==> src/rtl/axi_inf_write_state_core_if.sv <==
// AXI4 write-channel bundle (AW, W, B) for axi_inf_write_state_core.
// Ports:
//   master modport : the core; drives AW/W and bready, observes the ready signals and the B response.
//   slave modport  : the memory side; the direction of every signal is the reverse of the master modport.
interface axi_inf_write_state_core_if #(
    parameter int IDSIZE = 3,
    parameter int LSIZE  = 9,
    parameter int ASIZE  = 29,
    parameter int DSIZE  = 256
);
    logic [IDSIZE-1:0]  axi_awid;
    logic [ASIZE-1:0]   axi_awaddr;
    logic [LSIZE-1:0]   axi_awlen;
    logic [2:0]         axi_awsize;
    logic [1:0]         axi_awburst;
    logic               axi_awlock;
    logic [3:0]         axi_awcache;
    logic [2:0]         axi_awprot;
    logic [3:0]         axi_awqos;
    logic               axi_awvalid;
    logic               axi_awready;

    logic [DSIZE-1:0]   axi_wdata;
    logic [DSIZE/8-1:0] axi_wstrb;
    logic               axi_wlast;
    logic               axi_wvalid;
    logic               axi_wready;

    logic [IDSIZE-1:0]  axi_bid;
    logic [1:0]         axi_bresp;
    logic               axi_bvalid;
    logic               axi_bready;

    modport master (
        output axi_awid, axi_awaddr, axi_awlen, axi_awsize, axi_awburst, axi_awlock,
               axi_awcache, axi_awprot, axi_awqos, axi_awvalid,
        input  axi_awready,
        output axi_wdata, axi_wstrb, axi_wlast, axi_wvalid,
        input  axi_wready,
        input  axi_bid, axi_bresp, axi_bvalid,
        output axi_bready
    );

    modport slave (
        input  axi_awid, axi_awaddr, axi_awlen, axi_awsize, axi_awburst, axi_awlock,
               axi_awcache, axi_awprot, axi_awqos, axi_awvalid,
        output axi_awready,
        input  axi_wdata, axi_wstrb, axi_wlast, axi_wvalid,
        output axi_wready,
        output axi_bid, axi_bresp, axi_bvalid,
        input  axi_bready
    );
endinterface

==> src/rtl/axi_inf_write_state_core.sv <==
// Write-side AXI4 master core. It accepts one burst request (length, address),
// issues the AW transaction, then streams W beats from a first-word-fall-through
// FIFO and finally collects the B response. Only one burst is outstanding at a time.
// Ports:
//   axi_aclk, axi_reset : clock; synchronous active-high reset
//   write_req, req_len, req_addr : burst request (sampled only when idle)
//   req_resp  : one-cycle pulse, the request has been accepted
//   req_done  : one-cycle pulse, the B response has been received
//   bresp_err : valid together with req_done; set when bresp[1] is 1
//   in_data, in_empty, rd_en : FWFT FIFO head word, empty flag and pop
//   axi : AW/W/B channels (master modport)
module axi_inf_write_state_core #(
    parameter int IDSIZE = 3,
    parameter int ID     = 0,
    parameter int LSIZE  = 9,
    parameter int ASIZE  = 29,
    parameter int DSIZE  = 256
) (
    input  logic             axi_aclk,
    input  logic             axi_reset,
    input  logic             write_req,
    input  logic [LSIZE-1:0] req_len,
    input  logic [ASIZE-1:0] req_addr,
    output logic             req_resp,
    output logic             req_done,
    output logic             bresp_err,
    input  logic [DSIZE-1:0] in_data,
    input  logic             in_empty,
    output logic             rd_en,
    axi_inf_write_state_core_if.master axi
);
    typedef enum logic [1:0] {
        S_IDLE,
        S_AW,
        S_W,
        S_BRESP
    } state_t;

    state_t           state;
    logic [LSIZE-1:0] len_r;
    logic [ASIZE-1:0] addr_r;
    logic [LSIZE-1:0] cnt;
    logic             awvalid_r;
    logic             bready_r;
    logic             in_w;
    logic             w_hs;

    // Fixed AW attributes: full-width INCR bursts, normal non-cacheable bufferable.
    assign axi.axi_awid    = IDSIZE'(ID);
    assign axi.axi_awsize  = 3'($clog2(DSIZE/8));
    assign axi.axi_awburst = 2'b01;
    assign axi.axi_awlock  = 1'b0;
    assign axi.axi_awcache = 4'b0011;
    assign axi.axi_awprot  = '0;
    assign axi.axi_awqos   = '0;
    assign axi.axi_awaddr  = addr_r;
    assign axi.axi_awlen   = len_r;
    assign axi.axi_awvalid = awvalid_r;
    assign axi.axi_bready  = bready_r;

    // W channel is a combinational window onto the FWFT FIFO head, so a beat
    // can be offered in the same cycle the FIFO becomes non-empty.
    assign in_w           = (state == S_W);
    assign axi.axi_wvalid = in_w && !in_empty;
    assign axi.axi_wdata  = in_data;
    assign axi.axi_wstrb  = '1;
    assign axi.axi_wlast  = in_w && (cnt == len_r);
    assign w_hs           = axi.axi_wvalid && axi.axi_wready;
    assign rd_en          = w_hs;

    always_ff @(posedge axi_aclk) begin
        if (axi_reset) begin
            state     <= S_IDLE;
            len_r     <= '0;
            addr_r    <= '0;
            cnt       <= '0;
            awvalid_r <= 1'b0;
            bready_r  <= 1'b0;
            req_resp  <= 1'b0;
            req_done  <= 1'b0;
            bresp_err <= 1'b0;
        end else begin
            req_resp  <= 1'b0;
            req_done  <= 1'b0;
            bresp_err <= 1'b0;
            case (state)
                S_IDLE: begin
                    if (write_req) begin
                        len_r     <= req_len;
                        addr_r    <= req_addr;
                        req_resp  <= 1'b1;
                        awvalid_r <= 1'b1;
                        state     <= S_AW;
                    end
                end
                S_AW: begin
                    if (axi.axi_awready) begin
                        awvalid_r <= 1'b0;
                        cnt       <= '0;
                        state     <= S_W;
                    end
                end
                S_W: begin
                    if (w_hs) begin
                        cnt <= cnt + 1'b1;
                        if (axi.axi_wlast) begin
                            bready_r <= 1'b1;
                            state    <= S_BRESP;
                        end
                    end
                end
                S_BRESP: begin
                    // bid is not compared: only one burst is ever outstanding.
                    if (axi.axi_bvalid) begin
                        bready_r  <= 1'b0;
                        req_done  <= 1'b1;
                        bresp_err <= axi.axi_bresp[1];
                        state     <= S_IDLE;
                    end
                end
                default: state <= S_IDLE;
            endcase
        end
    end
endmodule

==> src/flat_wrapper.sv <==
// flat-port wrapper written by rule: the top's interface ports become plain ports
module axi_inf_write_state_core_flat 
#(
    parameter int IDSIZE = 3,
    parameter int ID     = 0,
    parameter int LSIZE  = 9,
    parameter int ASIZE  = 29,
    parameter int DSIZE  = 256
)
  (axi_aclk, axi_reset, write_req, req_len, req_addr, req_resp, req_done, bresp_err, in_data, in_empty, rd_en, axi_axi_awid, axi_axi_awaddr, axi_axi_awlen, axi_axi_awsize, axi_axi_awburst, axi_axi_awlock, axi_axi_awcache, axi_axi_awprot, axi_axi_awqos, axi_axi_awvalid, axi_axi_awready, axi_axi_wdata, axi_axi_wstrb, axi_axi_wlast, axi_axi_wvalid, axi_axi_wready, axi_axi_bid, axi_axi_bresp, axi_axi_bvalid, axi_axi_bready);
  axi_inf_write_state_core_if #(.IDSIZE(IDSIZE), .LSIZE(LSIZE), .ASIZE(ASIZE), .DSIZE(DSIZE)) axi_i ();
  input  logic axi_aclk;
  input  logic axi_reset;
  input  logic write_req;
  input  logic [LSIZE-1:0] req_len;
  input  logic [ASIZE-1:0] req_addr;
  output logic req_resp;
  output logic req_done;
  output logic bresp_err;
  input  logic [DSIZE-1:0] in_data;
  input  logic in_empty;
  output logic rd_en;
  output wire logic [$bits(axi_i.axi_awid)-1:0] axi_axi_awid;
  output wire logic [$bits(axi_i.axi_awaddr)-1:0] axi_axi_awaddr;
  output wire logic [$bits(axi_i.axi_awlen)-1:0] axi_axi_awlen;
  output wire logic [$bits(axi_i.axi_awsize)-1:0] axi_axi_awsize;
  output wire logic [$bits(axi_i.axi_awburst)-1:0] axi_axi_awburst;
  output wire logic [$bits(axi_i.axi_awlock)-1:0] axi_axi_awlock;
  output wire logic [$bits(axi_i.axi_awcache)-1:0] axi_axi_awcache;
  output wire logic [$bits(axi_i.axi_awprot)-1:0] axi_axi_awprot;
  output wire logic [$bits(axi_i.axi_awqos)-1:0] axi_axi_awqos;
  output wire logic [$bits(axi_i.axi_awvalid)-1:0] axi_axi_awvalid;
  input wire logic [$bits(axi_i.axi_awready)-1:0] axi_axi_awready;
  output wire logic [$bits(axi_i.axi_wdata)-1:0] axi_axi_wdata;
  output wire logic [$bits(axi_i.axi_wstrb)-1:0] axi_axi_wstrb;
  output wire logic [$bits(axi_i.axi_wlast)-1:0] axi_axi_wlast;
  output wire logic [$bits(axi_i.axi_wvalid)-1:0] axi_axi_wvalid;
  input wire logic [$bits(axi_i.axi_wready)-1:0] axi_axi_wready;
  input wire logic [$bits(axi_i.axi_bid)-1:0] axi_axi_bid;
  input wire logic [$bits(axi_i.axi_bresp)-1:0] axi_axi_bresp;
  input wire logic [$bits(axi_i.axi_bvalid)-1:0] axi_axi_bvalid;
  output wire logic [$bits(axi_i.axi_bready)-1:0] axi_axi_bready;
  assign axi_axi_awid = axi_i.axi_awid;
  assign axi_axi_awaddr = axi_i.axi_awaddr;
  assign axi_axi_awlen = axi_i.axi_awlen;
  assign axi_axi_awsize = axi_i.axi_awsize;
  assign axi_axi_awburst = axi_i.axi_awburst;
  assign axi_axi_awlock = axi_i.axi_awlock;
  assign axi_axi_awcache = axi_i.axi_awcache;
  assign axi_axi_awprot = axi_i.axi_awprot;
  assign axi_axi_awqos = axi_i.axi_awqos;
  assign axi_axi_awvalid = axi_i.axi_awvalid;
  assign axi_i.axi_awready = axi_axi_awready;
  assign axi_axi_wdata = axi_i.axi_wdata;
  assign axi_axi_wstrb = axi_i.axi_wstrb;
  assign axi_axi_wlast = axi_i.axi_wlast;
  assign axi_axi_wvalid = axi_i.axi_wvalid;
  assign axi_i.axi_wready = axi_axi_wready;
  assign axi_i.axi_bid = axi_axi_bid;
  assign axi_i.axi_bresp = axi_axi_bresp;
  assign axi_i.axi_bvalid = axi_axi_bvalid;
  assign axi_axi_bready = axi_i.axi_bready;
  axi_inf_write_state_core #(.IDSIZE(IDSIZE), .ID(ID), .LSIZE(LSIZE), .ASIZE(ASIZE), .DSIZE(DSIZE)) u_core (.axi_aclk(axi_aclk), .axi_reset(axi_reset), .write_req(write_req), .req_len(req_len), .req_addr(req_addr), .req_resp(req_resp), .req_done(req_done), .bresp_err(bresp_err), .in_data(in_data), .in_empty(in_empty), .rd_en(rd_en), .axi(axi_i));
endmodule
==> config.mk <==
export PLATFORM = sky130hd
export DESIGN_NAME = axi_inf_write_state_core_flat
export DESIGN_NICKNAME = d
export VERILOG_FILES = /design/src/rtl/axi_inf_write_state_core_if.sv /design/src/rtl/axi_inf_write_state_core.sv /design/src/flat_wrapper.sv
export SDC_FILE = /design/constraint.sdc
export NUM_CORES = 1
export LEC_CHECK = 0
export CAP_MARGIN = 25
export CORE_AREA = 2 2 258 260
export DETAILED_ROUTE_END_ITERATION = 16
export DIE_AREA = 0 0 260 262
export RECOVER_POWER = 25
export SLEW_MARGIN = 15
export SYNTH_ARGS = -nofsm -noshare
export SYNTH_HDL_FRONTEND = slang
export SYNTH_SLANG_ARGS = --single-unit
==> constraint.sdc <==
create_clock -name axi_aclk -period 2.4 [get_ports axi_aclk]
set_input_delay 0.6 -clock axi_aclk [delete_from_list [all_inputs] [get_ports axi_aclk]]
set_output_delay 0.6 -clock axi_aclk [all_outputs]
set_load 0.03 [all_outputs]
* After elaboration in Yosys (flattened, before gate mapping)
Index checks and enable logic that the tools add are counted.
Operators by class: add/subtract/negate cells 1, $mul 0, div/mod/pow operators 0, order comparisons 0, equal/unequal tests 9, shift-type cells 0, mux-type cells 18, bitwise gates (word level) 3, reduce and logical (&&, ||, !) cells 16
Operator list (number):
- two-way mux 9 bit | 2
- case mux 9 bit (2 select lines) | 1
- two-way mux 2 bit | 5
- inequality test 2 bit, second input constant | 5
- adder 9 x 1 -> 9 bit, second input constant | 1
- equality test 9 bit | 1
- case mux 2 bit (4 select lines) | 1
- two-way mux 1 bit | 7
- AND reduction 3 bit | 2
- nonzero test 2 bit | 3
- AND reduction 5 bit | 1
- equality test 2 bit, second input constant | 2
- case mux 1 bit (2 select lines) | 2
- AND reduction 4 bit | 1
- OR reduction 2 bit | 2
- logical AND 1 bit | 3
- inverter 1 bit | 3
- OR reduction 3 bit | 1
- equality test 2 x 1 -> 1 bit, second input constant | 1
- logical NOT 2 bit | 1
- AND reduction 2 bit | 1
- logical NOT 1 bit | 1
Word-level totals: register bits after elaboration 54, bits in latches 0, RAM bits 0, bits in read-only memories 0, bits of input ports 306, output and inout port bits 354, logic and storage cells 56, memories 0

* Depth between registers and ports, before layout
word-level depth 5, gate-level depth with buffers 7, gate-level depth less buffers 7

* Least setup slack after synthesis
No wires, ideal clock.
path kind flip-flop to output port, from register u_core.state[0], to output port rd_en, arrival 1.624 ns, required time 1.800 ns, path slack 0.176 ns, stages on the path, launching flop included 6, buffers on the path 0, path through dfxtp_1 inv_1 ha_1 inv_1 nor2_1 and2_1
On the way: longest elaborated chain between the ends 3
RTL lines:
- from (decl) | RTL line axi_inf_write_state_core.sv:39 | state_t state;
- from (signal assigned) | RTL line axi_inf_write_state_core.sv:73 | state <= S_IDLE;
- from (signal assigned) | RTL line axi_inf_write_state_core.sv:93 | state <= S_AW;
- from (signal assigned) | RTL line axi_inf_write_state_core.sv:100 | state <= S_W;
- equality test 2 bit | RTL line axi_inf_write_state_core.sv:63 | assign in_w = (state == S_W);
- logical AND 1 bit | RTL line axi_inf_write_state_core.sv:64 | assign axi.axi_wvalid = in_w && !in_empty;
- via axi_axi_wvalid | RTL line flat_wrapper.sv:37 | output wire logic [$bits(axi_i.axi_wvalid)-1:0] axi_axi_wvalid;
- logical AND 1 bit | RTL line axi_inf_write_state_core.sv:68 | assign w_hs = axi.axi_wvalid && axi.axi_wready;
- to (decl) | RTL line flat_wrapper.sv:22 | output logic rd_en;
The timed path passes the listed nets, and every way through them passes these cells.

* Worst setup path after layout
from register u_core.len_r[5] (netlist: u_core.axi.axi_awlen[5]), to output port axi_axi_wlast
On the way: longest elaborated chain between the ends 2
RTL lines:
- from (decl) | RTL line axi_inf_write_state_core.sv:40 | logic [LSIZE-1:0] len_r;
- from (signal assigned) | RTL line axi_inf_write_state_core.sv:89 | len_r <= req_len;
- equality test 9 bit | RTL line axi_inf_write_state_core.sv:67 | assign axi.axi_wlast = in_w && (cnt == len_r);
- logical AND 1 bit | RTL line axi_inf_write_state_core.sv:67
- to (decl) | RTL line flat_wrapper.sv:36 | output wire logic [$bits(axi_i.axi_wlast)-1:0] axi_axi_wlast;
No other way between the ends.

==> flow_summary.rst <==
.. list-table::
   :header-rows: 1

   * - Metric
     - Value
   * - Status
     - finished, final reports clean
   * - Number of maximum-capacitance constraint violations
     - 0
   * - Leading cell type in the layout, fill and taps excluded
     - sky130_fd_sc_hd__clkdlybuf4s50_1
   * - Reg clk slew, reported paths
     - 0.08 ns
   * - Register bit total from synthesis
     - 54
   * - Kind of critical path
     - register to output port
   * - Period utilization
     - 0.938
   * - Power density over the cells
     - 760 nW/um^2
   * - Critical Path Slowest Stage Cell
     - sky130_fd_sc_hd__dfxtp_1
   * - Clock latency of the later-clocked register in the worst-skew pair
     - 0.34 ns
   * - Placement-stage cell area
     - 4490 sq um
   * - Number of vias after detailed routing
     - 2,705
   * - Clock Path Buffers
     - 2
   * - Vias per std cell
     - 2.10
   * - Average detailed-routed wire length per instance
     - 15.0 um
   * - Full die area
     - 68,100 sq um
   * - Cells traversed along the worst timing path
     - xor2_1 -> nor4_2 -> nand4_1 -> nor2_2 -> buf_12
   * - Crit. End Element
     - output port
   * - Area overhead of the layout relative to synthesis
     - 3.22%
   * - Static Leakage
     - 1.49 nW
   * - Yosys warnings
     - 0
   * - Site row count
     - 94
   * - Placed wire-length estimate
     - 15,200 um
   * - Final #Nets
     - 732
   * - Count of buffers inserted at the top-level ports
     - 91
   * - RSZ-0062 raised after global routing
     - no
   * - Largest net degree at the start of global routing
     - 30
   * - Arrival time reported for the critical path endpoint
     - 1.65 ns
   * - Number of H-tree levels
     - 2
   * - Number of distinct library cells after synthesis
     - 33
   * - Setup crit start kind
     - register
   * - Netlist area before placement
     - 4510 sq um
   * - Final standard cell count with taps included and fillers excluded
     - 1,286
   * - TNS Setup
     - 0 ns
   * - Top library cells by usage in the layout, fill and taps aside
     - sky130_fd_sc_hd__clkdlybuf4s50_1, sky130_fd_sc_hd__nand2_1, sky130_fd_sc_hd__conb_1
   * - Die height
     - 262 um
   * - Clock root buffer master
     - sky130_fd_sc_hd__clkbuf_16
   * - Width of the die
     - 260 um
   * - Post-route ant nets
     - 0
   * - Library cell with the largest summed area after synthesis
     - sky130_fd_sc_hd__buf_4
   * - Number of I/O pins
     - 660
   * - Number of max-slew violations in the final report
     - 0
   * - Sequential cell area fraction in the yosys report
     - 0.240
   * - Final std cell area, no fill
     - 4650 sq um
   * - Number of global-route vias before repair
     - 2,648
   * - TritonCTS clock tree
     - built
   * - Synth top area cells
     - sky130_fd_sc_hd__buf_4, sky130_fd_sc_hd__dfxtp_1, sky130_fd_sc_hd__nand2_1, sky130_fd_sc_hd__a21oi_1, sky130_fd_sc_hd__ha_1
   * - Overflow left after global routing
     - 0
   * - Critical Path Fanout Max
     - 3
   * - Antenna violations before repair
     - 4
   * - Data required time of the critical path
     - 1.80 ns
   * - Largest incremental delay on the critical path
     - 0.34 ns
   * - Total Wirelength
     - 19,300 um
   * - Setup Skew
     - 0.0133 ns
   * - Global-route wire length before repair
     - 23,700 um
   * - Drt first-iter violations
     - 69
   * - Effective utilization at floorplan
     - 0.0691
   * - Worst path buffer plus inverter count
     - 1
   * - Achievable Freq
     - 0.444 GHz
   * - Area share of the leading cell type in the synthesized netlist
     - 0.513
   * - Placed cell count
     - 1,277
   * - All-Layer GR Usage
     - 0.0550
   * - Avg Inst Size Synth
     - 7.77 sq um
   * - Final routed DRC violation total
     - 0
   * - Core footprint
     - 65,300 sq um
   * - Minimum clock period
     - 2.25 ns
   * - Number of iterations in the first detailed-routing pass
     - 4
   * - Total CTS buffers
     - 5
   * - Cells after synthesis
     - 580
   * - Clk sinks
     - 54
   * - Hold violation count in the final report
     - 0
   * - Routability-driven placement congestion ratio
     - 0.676
   * - Max rail drop VDD
     - 0.000275 V
   * - Worst min-delay path class
     - register to register
   * - Critical path's top delay family
     - simple AND/OR/NAND/NOR gates
   * - Share of layout cells above drive strength 1
     - 0.0903
   * - Setup violations, final
     - 0
==> logic make-up after synthesis <==
family / after synthesis / share of synthesized area
buffers and inverters: 328 / 0.530
multiplexers: 1 / 0.00222
XOR/XNOR: 15 / 0.0291
AND/OR/NAND/NOR: 121 / 0.114
AO/OA/AOI/OAI: 53 / 0.0669
other: 2 / 0.00167
adder cells (fa/ha/maj): 6 / 0.0166
flip-flops: 54 / 0.240
==> power by group <==
group | internal (mW) | switching (mW)
clock | 0.420 | 0.461
sequential | 1.04 | 0.107
combinational | 0.581 | 0.924
total | 2.04 | 1.49
==> worst reg2reg max path: cells and delay by family, from the launching register on <==
kind / cells / cell delay, ns
adder cells (fa/ha/maj): 1 / 0.38
XOR/XNOR: 1 / 0.16
flip-flops: 1 / 0.37
AO/OA/AOI/OAI: 1 / 0.25
buffers and inverters: 1 / 0.11
AND/OR/NAND/NOR: 2 / 0.44
==> synth_stat cells <==
cell type and n:
sky130_fd_sc_hd__buf_4 308, sky130_fd_sc_hd__nand2_1 86, sky130_fd_sc_hd__dfxtp_1 54, sky130_fd_sc_hd__a21oi_1 43, sky130_fd_sc_hd__nor2_1 11, sky130_fd_sc_hd__clkbuf_1 8, sky130_fd_sc_hd__xor2_1 8, sky130_fd_sc_hd__inv_1 7
sky130_fd_sc_hd__nand2b_1 7, sky130_fd_sc_hd__xnor2_1 7, sky130_fd_sc_hd__ha_1 6, sky130_fd_sc_hd__buf_1 4, sky130_fd_sc_hd__and2_1 3, sky130_fd_sc_hd__nand3_1 3, sky130_fd_sc_hd__nor3_1 3, sky130_fd_sc_hd__nor4_1 3
sky130_fd_sc_hd__conb_1 2, sky130_fd_sc_hd__o21ai_0 2, sky130_fd_sc_hd__a211oi_2 1, sky130_fd_sc_hd__a21o_1 1, sky130_fd_sc_hd__a31o_2 1, sky130_fd_sc_hd__buf_2 1, sky130_fd_sc_hd__mux2i_1 1, sky130_fd_sc_hd__nand4_1 1
sky130_fd_sc_hd__nor2b_1 1, sky130_fd_sc_hd__nor4_2 1, sky130_fd_sc_hd__o2111ai_1 1, sky130_fd_sc_hd__o2111ai_2 1, sky130_fd_sc_hd__o211a_1 1, sky130_fd_sc_hd__o211ai_1 1, sky130_fd_sc_hd__o22ai_1 1, sky130_fd_sc_hd__or3_1 1
sky130_fd_sc_hd__or3_2 1
==> metal layers <==
metal | track usage | wire [um]
met5 | 0 | 27
met4 | 0.0886 | 3120
met3 | 0.0473 | 3870
met2 | 0.0668 | 6880
met1 | 0.0428 | 5420
==> flip-flops by register name, indices dropped and copies added (netlist names), 2 cells and up <==
| register | flops |
|---|---|
| u_core.axi.axi_awaddr | 29 |
| u_core.axi.axi_awlen | 9 |
| u_core.cnt | 9 |
| u_core.state | 2 |
==> worst paths after layout <==
| check | start | end | slack, ns | depth (start not counted) |
|---|---|---|---|---|
| worst max register to register | u_core.state[0] | u_core.cnt[8] | 0.57 | 6 |
| worst max-delay path | u_core.axi.axi_awlen[5] | axi_axi_wlast | 0.15 | 5 |
| worst min register to register | u_core.axi.axi_awaddr[3] | u_core.axi.axi_awaddr[3] | 0.46 | 2 |
| worst min-delay path | u_core.axi.axi_awaddr[3] | u_core.axi.axi_awaddr[3] | 0.46 | 2 |
==> final cells by class <==
cell class / count / area (sq um)
antenna: 1 / 2.50
clock buffer: 7 / 143
clock inverter: 1 / 5.00
fill: 7714 / 60600
inverter: 7 / 26.3
multi-input combinational: 248 / 1230
sequential: 54 / 1090
tap: 864 / 1080
timing repair buffer: 104 / 1070
==> timing repair <==
action	CTS	global route
hold buffers	0	0
endpoints found under the hold margin	0	0
buffers inserted	1	0
gates resized for setup	5	3
pin swaps	3	4
setup endpoints to repair	1	1
==> stage by stage <==
step / setup WS (ns) / utilization / hold WS (ns) / total power [mW]
after CTS: 0.00256 / 0.0713 / 0.459 / 3.71
after global routing: 0.0123 / 0.0713 / 0.477 / 3.80
final: 0.148 / 0.0713 / 0.456 / 3.54
after global placement: 0.105 / 0.0688 / 0.441 / 2.71
after detailed placement: 0.114 / 0.0688 / 0.446 / 2.71
after floorplan: 0.176 / - / 0.484 / 2.83
No activity file was read; power rests on OpenSTA's default activity.
